File: config.mk
export PLATFORM = sky130hd
export DESIGN_NAME = uart_mmio_bridge
export DESIGN_NICKNAME = d
export VERILOG_FILES = /design/src/rtl/uart_mmio_bridge.sv
export SDC_FILE = /design/constraint.sdc
export NUM_CORES = 1
export LEC_CHECK = 0
export CORE_AREA = 2 2 106 160
export DETAILED_ROUTE_END_ITERATION = 10
export DIE_AREA = 0 0 108 162
export HOLD_SLACK_MARGIN = 0.03
export MAX_ROUTING_LAYER = met4
export PLACE_DENSITY_LB_ADDON = 0.12
export SLEW_MARGIN = 20
export SYNTH_ARGS = -nofsm -noshare
export SYNTH_HDL_FRONTEND = slang
export SYNTH_SLANG_ARGS = --single-unit
File: constraint.sdc
create_clock -name iCLK -period 3.05 [get_ports iCLK]
set_clock_uncertainty 0.05 [all_clocks]
set_input_delay 0.61 -clock iCLK [delete_from_list [all_inputs] [get_ports iCLK]]
set_output_delay 0.61 -clock iCLK [all_outputs]
set_load 0.05 [all_outputs]
File: src/rtl/uart_mmio_bridge.sv
// uart_mmio_bridge: core MMIO port to the UART byte engine.
// The design buffers outgoing bytes in a TX FIFO and incoming bytes in an RX FIFO, and exposes a status word.
module uart_mmio_bridge #(
   parameter int DEPTH = 8
) (
   input  logic        iCLK,
   input  logic        iRST,
   input  logic        iMEM,
   input  logic        iRW,
   input  logic [1:0]  iADDR,
   input  logic [31:0] iWDATA,
   output logic [31:0] oRDATA,
   output logic [7:0]  oTX_Byte,
   output logic        oTX_Enable,
   input  logic        iTX_Done,
   input  logic [7:0]  iRX_Byte,
   input  logic        iRX_GotIt
);
   localparam int W = $clog2(DEPTH);
   localparam logic [W:0] FULL = (W+1)'(DEPTH);
   typedef enum logic [1:0] {IDLE, LOAD, BUSY} state_t;
   state_t st_q;
   logic [7:0] tx_mem [DEPTH];
   logic [7:0] rx_mem [DEPTH];
   logic [W-1:0] tx_wp_q, tx_rp_q, rx_wp_q, rx_rp_q;
   logic [W:0] tx_cnt_q, rx_cnt_q, tx_cnt_d, rx_cnt_d;
   logic ovr_q, drop_q, en_q, ovr_d, drop_d;
   logic [7:0] byte_q;
   logic [31:0] rdata_q, rdata_d, status;
   logic wr, rd, stat_wr, tx_wr, tx_full, tx_empty, rx_full, rx_empty;
   logic tx_push, tx_pop, rx_push, rx_pop;
   logic unused_ok;
   assign unused_ok = ^iWDATA[31:8];
   always_comb begin
      wr       = iMEM && !iRW;
      rd       = iMEM && iRW;
      stat_wr  = wr && iADDR == 2'd2;
      tx_wr    = wr && iADDR == 2'd0;
      tx_full  = tx_cnt_q == FULL;
      tx_empty = tx_cnt_q == '0;
      rx_full  = rx_cnt_q == FULL;
      rx_empty = rx_cnt_q == '0;
      tx_pop   = st_q == IDLE && !tx_empty;
      tx_push  = tx_wr && (!tx_full || tx_pop);
      rx_pop   = rd && iADDR == 2'd1 && !rx_empty;
      rx_push  = iRX_GotIt && (!rx_full || rx_pop);
      tx_cnt_d = tx_cnt_q + (W+1)'(tx_push) - (W+1)'(tx_pop);
      rx_cnt_d = rx_cnt_q + (W+1)'(rx_push) - (W+1)'(rx_pop);
      // Set events take priority over a software clear in the same cycle.
      drop_d   = (tx_wr && tx_full && !tx_pop) || (drop_q && !(stat_wr && iWDATA[6]));
      ovr_d    = (iRX_GotIt && rx_full && !rx_pop) || (ovr_q && !(stat_wr && iWDATA[4]));
      status   = {8'b0, 8'(rx_cnt_q), 8'(tx_cnt_q), 1'b0, drop_q, st_q != IDLE, ovr_q,
                  rx_full, rx_empty, tx_empty, tx_full};
      rdata_d  = iADDR == 2'd2 ? status :
                 rx_pop ? {23'b0, 1'b1, rx_mem[rx_rp_q]} : 32'b0;
   end
   always_ff @(posedge iCLK) begin
      if (tx_push) tx_mem[tx_wp_q] <= iWDATA[7:0];
      if (rx_push) rx_mem[rx_wp_q] <= iRX_Byte;
   end
   always_ff @(posedge iCLK or negedge iRST) begin
      if (!iRST) begin
         st_q     <= IDLE;
         tx_wp_q  <= '0;
         tx_rp_q  <= '0;
         rx_wp_q  <= '0;
         rx_rp_q  <= '0;
         tx_cnt_q <= '0;
         rx_cnt_q <= '0;
         ovr_q    <= 1'b0;
         drop_q   <= 1'b0;
         en_q     <= 1'b0;
         byte_q   <= 8'b0;
         rdata_q  <= 32'b0;
      end else begin
         tx_wp_q  <= tx_push ? tx_wp_q + 1'b1 : tx_wp_q;
         tx_rp_q  <= tx_pop ? tx_rp_q + 1'b1 : tx_rp_q;
         rx_wp_q  <= rx_push ? rx_wp_q + 1'b1 : rx_wp_q;
         rx_rp_q  <= rx_pop ? rx_rp_q + 1'b1 : rx_rp_q;
         tx_cnt_q <= tx_cnt_d;
         rx_cnt_q <= rx_cnt_d;
         ovr_q    <= ovr_d;
         drop_q   <= drop_d;
         en_q     <= tx_pop;
         if (rd) rdata_q <= rdata_d;
         if (tx_pop) byte_q <= tx_mem[tx_rp_q];
         case (st_q)
            IDLE:    if (tx_pop) st_q <= LOAD;
            LOAD:    st_q <= BUSY;
            default: if (iTX_Done) st_q <= IDLE;
         endcase
      end
   end
   assign oRDATA     = rdata_q;
   assign oTX_Byte   = byte_q;
   assign oTX_Enable = en_q;
endmodule

# Word-level counts from Yosys, hierarchy flattened
# Memory sizes are Yosys's and may differ from the RTL's. A register that Yosys moved wholly into a read port is not among the register bits.
# Index checks and enable logic that the tools add are counted.
# op_classes
n_reduce_logical	38
n_addsub	8
muxes	9
n_eq_ne	6
# op_table
operator	n
20-bit 2-to-1 mux	1
1-bit logical AND	17
3-bit by 1-bit adder with 3-bit output (second input constant)	4
1-bit logical NOT	10
9-bit 2-to-1 mux	1
4-bit by 1-bit adder with 4-bit output	2
4-bit equality test (second input constant)	2
4-bit logical NOT	2
4-bit by 1-bit subtractor with 4-bit output	2
2-bit by 1-bit equality test with 1-bit output (second input constant)	2
2-bit logical NOT	2
1-bit logical OR	4
1-bit 2-to-1 mux	4
2-bit 2-to-1 mux	2
2-bit one-hot mux with 2 select lines	1
3-bit nonzero test	1
2-bit equality test (second input constant)	1
2-bit inequality test (second input constant)	1
2-bit AND reduction	1
2-bit nonzero test	1
# word_totals
memories	2
mem_bits_rw	128
ff_bits	57
# mem_list
memory	words	word_bits	rd	rd_ports_with_merged_regs	write_ports	line	text
rx_mem	8	8	1	0	1	24	logic [7:0] rx_mem [DEPTH];
tx_mem	8	8	1	1	1	23	logic [7:0] tx_mem [DEPTH];

# Longest topological paths before layout
# Gate-level depths: netlist of run 1.
# depth
depth_word	7
depth_mapped	11
depth_no_buf	10

# Worst setup path before layout of run 1
# Ideal clock, no wire load.
# synth_timing
kind	input -> register
start	input iADDR[1]
end	memory rx_mem[0][0] (enable)
setup_ps	395
required_ps	2605
t_arrival_ps	1929
slack_ps	676
stages	4
cell_sequence	nand4b_4 o21ai_4 nand2_2 nor4_1
# synth_between
elab_chain_cells	7
# synth_rtl
element	line	text
start, declared	10	input logic [1:0] iADDR,
2-bit by 1-bit equality test with 1-bit output	45	rx_pop = rd && iADDR == 2'd1 && !rx_empty;
1-bit logical AND (2 in a row)	45	
1-bit logical OR	46	rx_push = iRX_GotIt && (!rx_full || rx_pop);
1-bit logical AND	46	
1-bit 2-to-1 mux	59	if (rx_push) rx_mem[rx_wp_q] <= iRX_Byte;
1-bit 2-to-1 mux (implied by the code)	59	
end, declared	24	
# No other way between the ends.

# Worst setup path after layout of run 1
# layout_timing
start	register rx_cnt_q[2]
end	register rx_cnt_q[2]
# layout_between
elab_chain_cells	7
elab_cells_between_ends	9
cone_classes	add/sub: 2; eq/ne: 1; reduce/logical: 6
# layout_rtl
element	line	text
start, declared	26	logic [W:0] tx_cnt_q, rx_cnt_q, tx_cnt_d, rx_cnt_d;
start signal, assigned	81	rx_cnt_q <= rx_cnt_d;
4-bit logical NOT	42	rx_empty = rx_cnt_q == '0;
1-bit logical NOT	45	
1-bit logical AND	45	
1-bit logical OR	46	
1-bit logical AND	46	
4-bit by 1-bit adder with 4-bit output	48	rx_cnt_d = rx_cnt_q + (W+1)'(rx_push) - (W+1)'(rx_pop);
4-bit by 1-bit subtractor with 4-bit output (*)	48	
named net rx_cnt_d[2]	26	
# Mark *: on every way through the listed nets, which the timed path passes. The rest lies on a longest branch.
# A chain may end at the register's enable or synchronous reset.

==> flow_metrics.tcl, run 1 <==
set metrics [dict create \
    htree_levels 4 \
    r2r_cells 10 \
    final_area_sq_um 8700 \
    path_clk_slew_ps 70 \
    core-area_sq_um 16000 \
    cts_sinks 177 \
    start_kind "flop" \
    synth-seq-area-share_pct 69.3 \
    fmax_mhz 404 \
    max_slew_margin_pct 45.0 \
    cp.depth 10 \
    wire_per_inst_um 19.3 \
    path_class "flop to flop" \
    start_util_pct 45.6 \
    synth.avg_cell_area_sq_um 18.0 \
    powerDensity_nw_per_um2 910 \
    max_cap_viol_count 0 \
    peakVddDrop_uv 522 \
    synth-seq-cells 177 \
    io-pin-count 89 \
    die_w_um 108 \
    clk_latency_ps 420 \
    post-cts-setup-buffer-count 0 \
    crit_family "adder cells" \
    reg2reg_to "rx_cnt_q[2]" \
    ys_types 48 \
    numCtsBuffers 17 \
    finalCritPeriodShare_pct 81.1 \
    tns_ps 0 \
    drc 0 \
    syn2layout_area_growth_pct 18.9 \
    crit_arrival_ps 2730 \
    n_antenna_cell 0 \
    async_reset_ff_share_pct 27.7 \
    status "finished clean" \
    synth_area_sq_um 7320 \
    grt_pass1_vias 3849 \
    reg2reg_from "rx_cnt_q[2]" \
    utilization_pct 54.2 \
    setup_viol 0 \
    grt_pass1_wl_um 21500 \
    crit_buf_inv 2 \
    synth_edf_count 128 \
    port_buffers 48 \
    clock-root-buffer "clkbuf_16" \
    hpwl_um 9350 \
    crit_required_ps 3310 \
    stdcell_count 708 \
    drt_iter0_markers 157 \
    drtPass1Iterations 6 \
    placed_area_sq_um 8100 \
    gp_congestion 0.743 \
    hold_viol 0 \
    worst_pin_slew_ps 825 \
    r2r_slack_ps 580 \
    period_needed_ps 2470 \
    antenna_found_initial 0 \
    vias 3746 \
    clk_path_buf_depth 2 \
    ctsResizeCount 0 \
    max_stage_delay_ps 400 \
    crit_chain "inv_1 > ha_1 > nor3b_4 > or2_1 > nand2_1 > o21ai_0 > ha_1 > inv_1 > fa_1 > xnor2_1" \
    hold_buffers 0 \
    cts_tree "yes" \
    via_per_inst 5.29 \
    crit_path_end "rx_cnt_q[2]" \
    drtAntennaViolNets 0 \
    fp.dieH_um 162 \
    cp_max_fo 7 \
    critPathCaptureType "flop" \
    grt_max_degree 25 \
    placed_cells 676 \
    nNetsFinal 553 \
    grtUsageTotal_pct 17.2 \
    timing.critical_path.slowest_stage_cell "fa_1" \
    die_area_sq_um 17500 \
    hp-class "input port to asynchronous set/reset pin" \
    yosys_warnings 0 \
    synth_top_flop_cell "edfxtp_1" \
    drive_above_1_share_pct 18.9 \
    routed_wl_um 13600 \
    syn_inst 406 \
    p_leak_nw 3.27 \
    rsz0062_at_grt "no" \
    crit_start "rx_cnt_q[2]" \
    grt_overflow 0 \
    report.final.slew_viol_count 0 \
    rows 57 \
]
metal layers:
metal | share of wire (%) | vias to the layer above | track usage, % | wire, um
li1 | - | 1722 | - | -
met3 | 2.7 | 17 | 2.97 | 363
met2 | 56 | 75 | 30.2 | 7640
met5 | 0 | - | - | 0
met4 | 1.5 | 0 | 6.29 | 205
met1 | 40 | 1932 | 19.8 | 5420
registers in the layout (all words and copies together), names as in the netlist:
signal      flops
rx_mem         64
rx_wp_q         3
tx_cnt_q        4
st_q            2
ovr_q           1
oTX_Byte        8
oRDATA         16
oTX_Enable      1
drop_q          1
tx_rp_q         3
tx_mem         64
rx_rp_q         3
rx_cnt_q        4
tx_wp_q         3
area by class of cell:
type	count	area (sq um)
Multi-Input combinational cell	201	2020
Inverter	14	52.6
Timing Repair Buffer	78	701
Clock buffer	18	429
Fill cell	1288	7350
Tap cell	206	258
Sequential cell	177	5070
Clock inverter	14	165
Yosys cell counts (2+ instances only):
library cell  count  share of area (%)
mux2i_1           9                1.2
a21o_1            2               0.21
buf_6             2               0.31
nor2_1           10               0.51
nand2b_1          4               0.34
nor3b_4           2               0.51
mux4_2           17                5.2
o21ai_0           8               0.55
fa_1              2               0.55
o21ai_1           4               0.27
nand2_1          27                1.4
a21oi_1           2               0.14
nor3_1            6               0.41
mux2_2            2               0.31
a32o_1            2               0.27
or2_1             2               0.17
buf_2             6               0.41
a22oi_1          13                1.3
xnor2_1          10                1.2
ha_1             14                2.4
dfrtp_1          49                 17
edfxtp_1        128                 53
nor3b_2           3               0.51
clkbuf_1          2               0.10
nand2_2           2               0.17
buf_12            2               0.55
inv_1            14               0.72
xor2_1            2               0.24
buf_4            17                1.7
mux4_1           15                5.4
nand3_1           4               0.27
a22o_1            7               0.84
or3_1             2               0.17
report_power, final:
group | total [mW] | internal [mW] | switching [mW]
Clock | 2.11 | 1.11 | 1.01
Combinational | 2.40 | 1.10 | 1.30
Sequential | 3.41 | 3.02 | 0.393
Total | 7.92 | 5.22 | 2.70
stage by stage:
stage          hold WS (ps)  power [mW]  setup WS, ps
2_1_floorplan           264        5.22           676
3_3_place_gp            406        5.84           219
3_5_place_dp            424        5.91           161
4_1_cts                 132        8.03           569
5_1_grt                 163        8.35           401
6_report                127        7.92           575
kinds of logic after synthesis:
family,synth area share [%]
DFF,69.3
and+or+nand+nor,5.76
muxes,12.4
AOI/OAI and AO/OA,4.33
buffers and inverters,3.83
adders and majority gates,2.94
xor gates and xnor gates,1.44
other,0.0513
worst min-delay path by stage:
| stage | slack [ps] | end | start |
|---|---|---|---|
| detailed placement | 420 | oTX_Byte[7] | oTX_Byte[7] |
| floorplan | 260 | drop_q | iRST |
| CTS | 130 | st_q[0] | iRST |
| global placement | 410 | st_q[1] | st_q[1] |
| finish | 130 | st_q[0] | iRST |
| global route | 160 | tx_cnt_q[1] | iRST |
worst reg2reg max path, stage by stage, from the launching register on:
cell     delay, ps
dfrtp_1        380
inv_1          100
ha_1           160
nor3b_4        390
or2_1          240
nand2_1         60
o21ai_0        170
ha_1           210
inv_1           60
fa_1           400
xnor2_1        140
cell usage in the layout (no fill, tap or decap), drive strengths merged, types with 2 or more instances in the layout:
cell type      synthesis  final
o21ai                 14     14
conb                   1     16
buf                   27     31
inv                   14     21
fa                     2      2
clkdlybuf4s50          0     47
nor3                   7      7
mux2                   3      3
nor2                  10     10
a22o                   7      7
a21o                   2      2
or2                    3      3
mux4                  32     32
dfrtp                 49     49
clkinv                 0      7
clkbuf                 2     18
ha                    14     14
a32o                   2      2
xor2                   2      2
nand2b                 4      4
edfxtp               128    128
or3                    2      2
nor3b                  6      6
nand3                  4      4
nand2                 29     29
xnor2                 10     10
a21oi                  2      2
mux2i                  9      9
a22oi                 13     13
Note: power is estimated with default switching activity, not from simulation.
==> inputs of run 2 (changes only) <==
clock period = 2.4 ns   (was 3.05 ns; I/O delays follow)
==> run 2 against run 1 <==
Effect of this change:
- count of clock-buffer cells in the layout did not move
- setup slack got worse by 480 ps
- largest power group unchanged
- sequential power rose by 25%
- critical endpoint is now tx_cnt_q[3]
- design area rose by 1.2%
- flip-flop and latch count did not move
- largest cell class unchanged
==> flow_metrics.tcl, run 2 (same netlist as run 1, synthesis figures left out) <==
set metrics [dict create \
    report.final.slew_viol_count 0 \
    final_area_sq_um 8800 \
    fp.dieH_um 162 \
    core-area_sq_um 16000 \
    utilization_pct 54.9 \
    reg2reg_to "tx_cnt_q[3]" \
    hold_viol 0 \
    crit_arrival_ps 2610 \
    n_antenna_cell 0 \
    crit_chain "inv_1 > ha_1 > nor3b_4 > or3_1 > buf_4 > ha_1 > a21o_1 > a21oi_1 > xor2_1" \
    clk_latency_ps 420 \
    clock-root-buffer "clkbuf_16" \
    final_common_cell "edfxtp_1" \
    vias 3776 \
    timing.critical_path.slowest_stage_cell "dfrtp_1" \
    syn2layout_area_growth_pct 20.3 \
    power.total_mw 10.1 \
    via_per_inst 5.22 \
    drtAntennaViolNets 0 \
    r2r_cells 9 \
    max_slew_margin_pct 51.2 \
    finalCritPeriodShare_pct 96.2 \
    grtUsageTotal_pct 17.5 \
    drc 0 \
    grt_pass1_wl_um 21500 \
    r2r_slack_ps 90 \
    tns_ps 0 \
    wire_per_inst_um 19.0 \
    fmax_mhz 433 \
    hold_buffers 0 \
    drive_above_1_share_pct 21.4 \
    critPathCaptureType "flop" \
    numCtsBuffers 17 \
    place_ws_ps -266 \
    die_area_sq_um 17500 \
    placed_area_sq_um 8220 \
    start_kind "flop" \
    io-pin-count 89 \
    crit_top_cell "ha_1" \
    peakVddDrop_uv 583 \
    p_leak_nw 3.34 \
    hp-class "input port to asynchronous set/reset pin" \
    grt_overflow 0 \
    setup_ws_ps 90.5 \
    max_cap_viol_count 0 \
    hpwl_um 9530 \
    nNetsFinal 569 \
    drt_iter0_markers 145 \
    cts_tree "yes" \
    status "finished clean" \
    clk_path_buf_depth 2 \
    rows 57 \
    mostFrequentLayoutCells "edfxtp_1, dfrtp_1, clkdlybuf4s50_1" \
    grt_max_degree 27 \
    cp_max_fo 3 \
    htree_levels 4 \
    routed_wl_um 13800 \
    drtPass1Iterations 6 \
    path_clk_slew_ps 70 \
    grt_pass1_vias 3872 \
    period_needed_ps 2310 \
    rsz0062_at_grt "no" \
    gp_congestion 0.751 \
    setup_viol 0 \
    path_class "flop to flop" \
    powerDensity_nw_per_um2 1140 \
    reg2reg_from "tx_cnt_q[2]" \
    die_w_um 108 \
    crit_required_ps 2700 \
    worst_pin_slew_ps 732 \
    max_stage_delay_ps 380 \
    start_util_pct 45.6 \
    port_buffers 48 \
    cts_sinks 177 \
    antenna_found_initial 0 \
]
==> run 2: cell types whose count changed in the layout (fill, tap and decap cells not counted), sizes merged <==
cell / previous run / this run
clkinv: 7 / 5
clkinvlp: 0 / 2
buf: 31 / 47
==> run 2: area by class of cell <==
class                           count  area [sq um]
Fill cell                        1286          7240
Sequential cell                   177          5070
Inverter                           14          52.6
Clock inverter                     14           143
Timing Repair Buffer               94           821
Tap cell                          206           258
Multi-Input combinational cell    201          2030
Clock buffer                       18           429
==> run 2: per-stage QoR <==
stage          hold slack, ps  cells
2_1_floorplan             134    421
3_3_place_gp              407    691
3_5_place_dp              426    691
4_1_cts                  33.9    723
5_1_grt                  58.0    724
6_report                 31.0    724
==> run 2: repair_timing <==
item,in CTS,in global routing
gates resized for setup,0,1
endpoints found under the setup margin,0,2
buffers inserted,0,1
==> run 2: how the worst max path moves through the flow <==
stage	from	to	slack [ps]
2_1_floorplan	rx_cnt_q[2]	rx_mem[0][0]	90
3_3_place_gp	iRW	rx_cnt_q[2]	-220
3_5_place_dp	iRW	tx_cnt_q[3]	-270
4_1_cts	tx_cnt_q[2]	tx_cnt_q[1]	30
5_1_grt	tx_cnt_q[2]	tx_cnt_q[1]	30
6_report	tx_cnt_q[2]	tx_cnt_q[3]	90
==> run 2: worst max-delay path, delay by kind of cell, from the launching register on <==
family,cells,cell delay [ps]
simple gates,2,530
fa+ha+maj,2,510
flops,1,380
compound gates,2,360
buf+inv,2,240
xor+xnor,1,170
==> run 2: where the power goes <==
part           switching (mW)  internal, mW
logic                    1.72          1.45
registers               0.437          3.83
clock network            1.25          1.38
==> run 2: metal layers <==
layer | GRT usage, % | part of all wire [%] | up-vias
met5 | - | 0 | -
met4 | 7.17 | 2.0 | 0
met3 | 3.25 | 2.4 | 19
met2 | 30.6 | 56 | 70
met1 | 19.5 | 39 | 1932
li1 | - | - | 1755
==> inputs of run 3 (changes only) <==
--- a/config.mk
+++ b/config.mk
@@ -9,7 +9,6 @@
 export DETAILED_ROUTE_END_ITERATION = 10
 export DIE_AREA = 0 0 108 162
-export HOLD_SLACK_MARGIN = 0.03
 export MAX_ROUTING_LAYER = met4
-export PLACE_DENSITY_LB_ADDON = 0.12
+export PLACE_DENSITY = 0.67
 export SLEW_MARGIN = 20
 export SYNTH_ARGS = -nofsm -noshare
==> constraint.sdc (replaced) <==
create_clock -name iCLK -period 2.4 [get_ports iCLK]
set_clock_uncertainty 0.05 [all_clocks]
set_input_delay 0.72 -clock iCLK [delete_from_list [all_inputs] [get_ports iCLK]]
set_output_delay 0.72 -clock iCLK [all_outputs]
set_load 0.05 [all_outputs]
==> run 3 against run 2 <==
Effect of this change:
- critical path depth decreased by 8
- sequential share of layout area fell by 0.28 points
- register-to-register slack improved by 90 ps
- die area unchanged
- wire length decreased by 0.86%
- power fell by 0.44%
- critical endpoint is now oRDATA[16]
- highest routed layer unchanged
==> flow_metrics.tcl, run 3 (same netlist as run 1, synthesis figures left out) <==
set metrics [dict create \
    peakVddDrop_uv 636 \
    antenna_found_initial 1 \
    hpwl_um 9690 \
    syn2layout_area_growth_pct 20.9 \
    htree_levels 4 \
    r2r_cells 9 \
    io-pin-count 89 \
    finalCritPeriodShare_pct 98.1 \
    report.final.slew_viol_count 0 \
    path_clk_slew_ps 70 \
    rows 57 \
    cp.depth 1 \
    period_needed_ps 2350 \
    cts_tree "yes" \
    crit_buf_inv 1 \
    timing.critical_path.slowest_stage_cell "clkdlybuf4s50_1" \
    seqPwrFrac_pct 43.0 \
    nFillCells 1268 \
    routed_wl_um 13700 \
    crit_path_end "oRDATA[16]" \
    grtUsageTotal_pct 17.3 \
    port_buffers 48 \
    placed_area_sq_um 8240 \
    whs_ps 165 \
    crit_start "oRDATA[16]" \
    mostFrequentLayoutCells "edfxtp_1, dfrtp_1, buf_4" \
    crit_required_ps 1630 \
    final_area_sq_um 8840 \
    die_w_um 108 \
    max_slew_margin_pct 51.2 \
    max_cap_viol_count 0 \
    cp_max_fo 2 \
    setup_viol 0 \
    start_util_pct 45.6 \
    crit_family "buffers and inverters" \
    status "finished clean" \
    drtAntennaViolNets 0 \
    drt_iter0_markers 180 \
    grt_overflow 0 \
    start_kind "flop" \
    vias 3780 \
    stdcell_count 725 \
    crit_arrival_ps 1580 \
    powerDensity_nw_per_um2 1130 \
    gp_congestion 0.798 \
    rsz0062_at_grt "no" \
    fp.dieH_um 162 \
    hp-class "input port to asynchronous set/reset pin" \
    p_leak_nw 3.52 \
    p_int_mw 6.62 \
    core-area_sq_um 16000 \
    critPathCaptureType "output port" \
    grt_pass1_wl_um 21800 \
    clk_path_buf_depth 2 \
    grt_max_degree 26 \
    grt_pass1_vias 4063 \
    cts_sinks 177 \
    reg2reg_from "tx_cnt_q[2]" \
    worst_pin_slew_ps 732 \
    clock-root-buffer "clkbuf_16" \
    utilization_pct 55.1 \
    final_common_cell "edfxtp_1" \
    via_per_inst 5.21 \
    max_stage_delay_ps 800 \
    drc 0 \
    wire_per_inst_um 18.8 \
    nNetsFinal 569 \
    placed_cells 692 \
    fmax_mhz 425 \
    switching_share_pct 34.0 \
    crit_chain "clkdlybuf4s50_1" \
    hold_viol 0 \
    reg2reg_to "tx_cnt_q[2]" \
    numCtsBuffers 17 \
    r2r_slack_ps 180 \
    path_class "flop to output port" \
    drtPass1Iterations 4 \
    drive_above_1_share_pct 22.2 \
    clkPwrFrac_pct 26.6 \
    die_area_sq_um 17500 \
    clk_latency_ps 420 \
    p_switching_mw 3.42 \
    combPwrFrac_pct 30.4 \
]
[run 3: cell types whose count changed in the layout (fill, tap and decap cells not counted), sizes merged]
cell / before / now
clkinv: 5 / 6
dlymetal6s2s: 0 / 10
buf: 47 / 49
clkbuf: 18 / 17
clkdlybuf4s50: 47 / 23
diode: 0 / 1
dlygate4sd2: 0 / 12
[run 3: final cells by class]
type | instances | area (sq um) | area share [%]
Timing Repair Buffer | 94 | 838 | 9.48
Clock buffer | 17 | 425 | 4.81
Clock inverter | 15 | 163 | 1.84
Multi-Input combinational cell | 201 | 2040 | 23.0
Antenna cell | 1 | 2.50 | 0.0283
Sequential cell | 177 | 5070 | 57.3
Tap cell | 206 | 258 | 2.91
Inverter | 14 | 52.6 | 0.594
[run 3: worst min path at each step]
stage	endpoint	slack, ps	cells past startpoint
final	oTX_Byte[1]	160	1
after global routing	oTX_Byte[4]	170	1
after CTS	oTX_Byte[4]	170	1
after detailed placement	st_q[1]	420	1
after global placement	st_q[1]	410	1
after floorplan	drop_q	370	0
[run 3: what timing repair did]
item                       4_1_cts  5_1_grt
resized for setup               12       11
hold buffers                     0        0
setup endpoints to repair       14       11
buffers inserted                 0        0
hold endpoints to repair         0        0
[run 3: power groups by stage]
stage	Clock, mW	Sequential [mW]	Combinational, mW
detailed placement	0	4.38	3.13
floorplan	0	4.66	1.98
finish	2.67	4.31	3.05
CTS	2.73	4.32	3.11
global placement	0	4.34	3.05
global route	2.87	4.38	3.35
[run 3: layer usage]
metal / global-route usage (%) / up-vias / wire length, um
met1: 19.2 / 1924 / 5170
met4: 6.59 / 0 / 292
li1: - / 1753 / -
met2: 30.2 / 82 / 7670
met3: 3.81 / 21 / 527
met5: - / - / 0
[run 3: per-stage QoR]
step	total power, mW	setup TNS, ps	setup slack, ps
floorplan	6.64	0	64.9
global placement	7.38	-43110	-506
detailed placement	7.50	-48110	-530
CTS	10.2	0	0.977
global route	10.6	0	2.40
finish	10.0	0	46.3
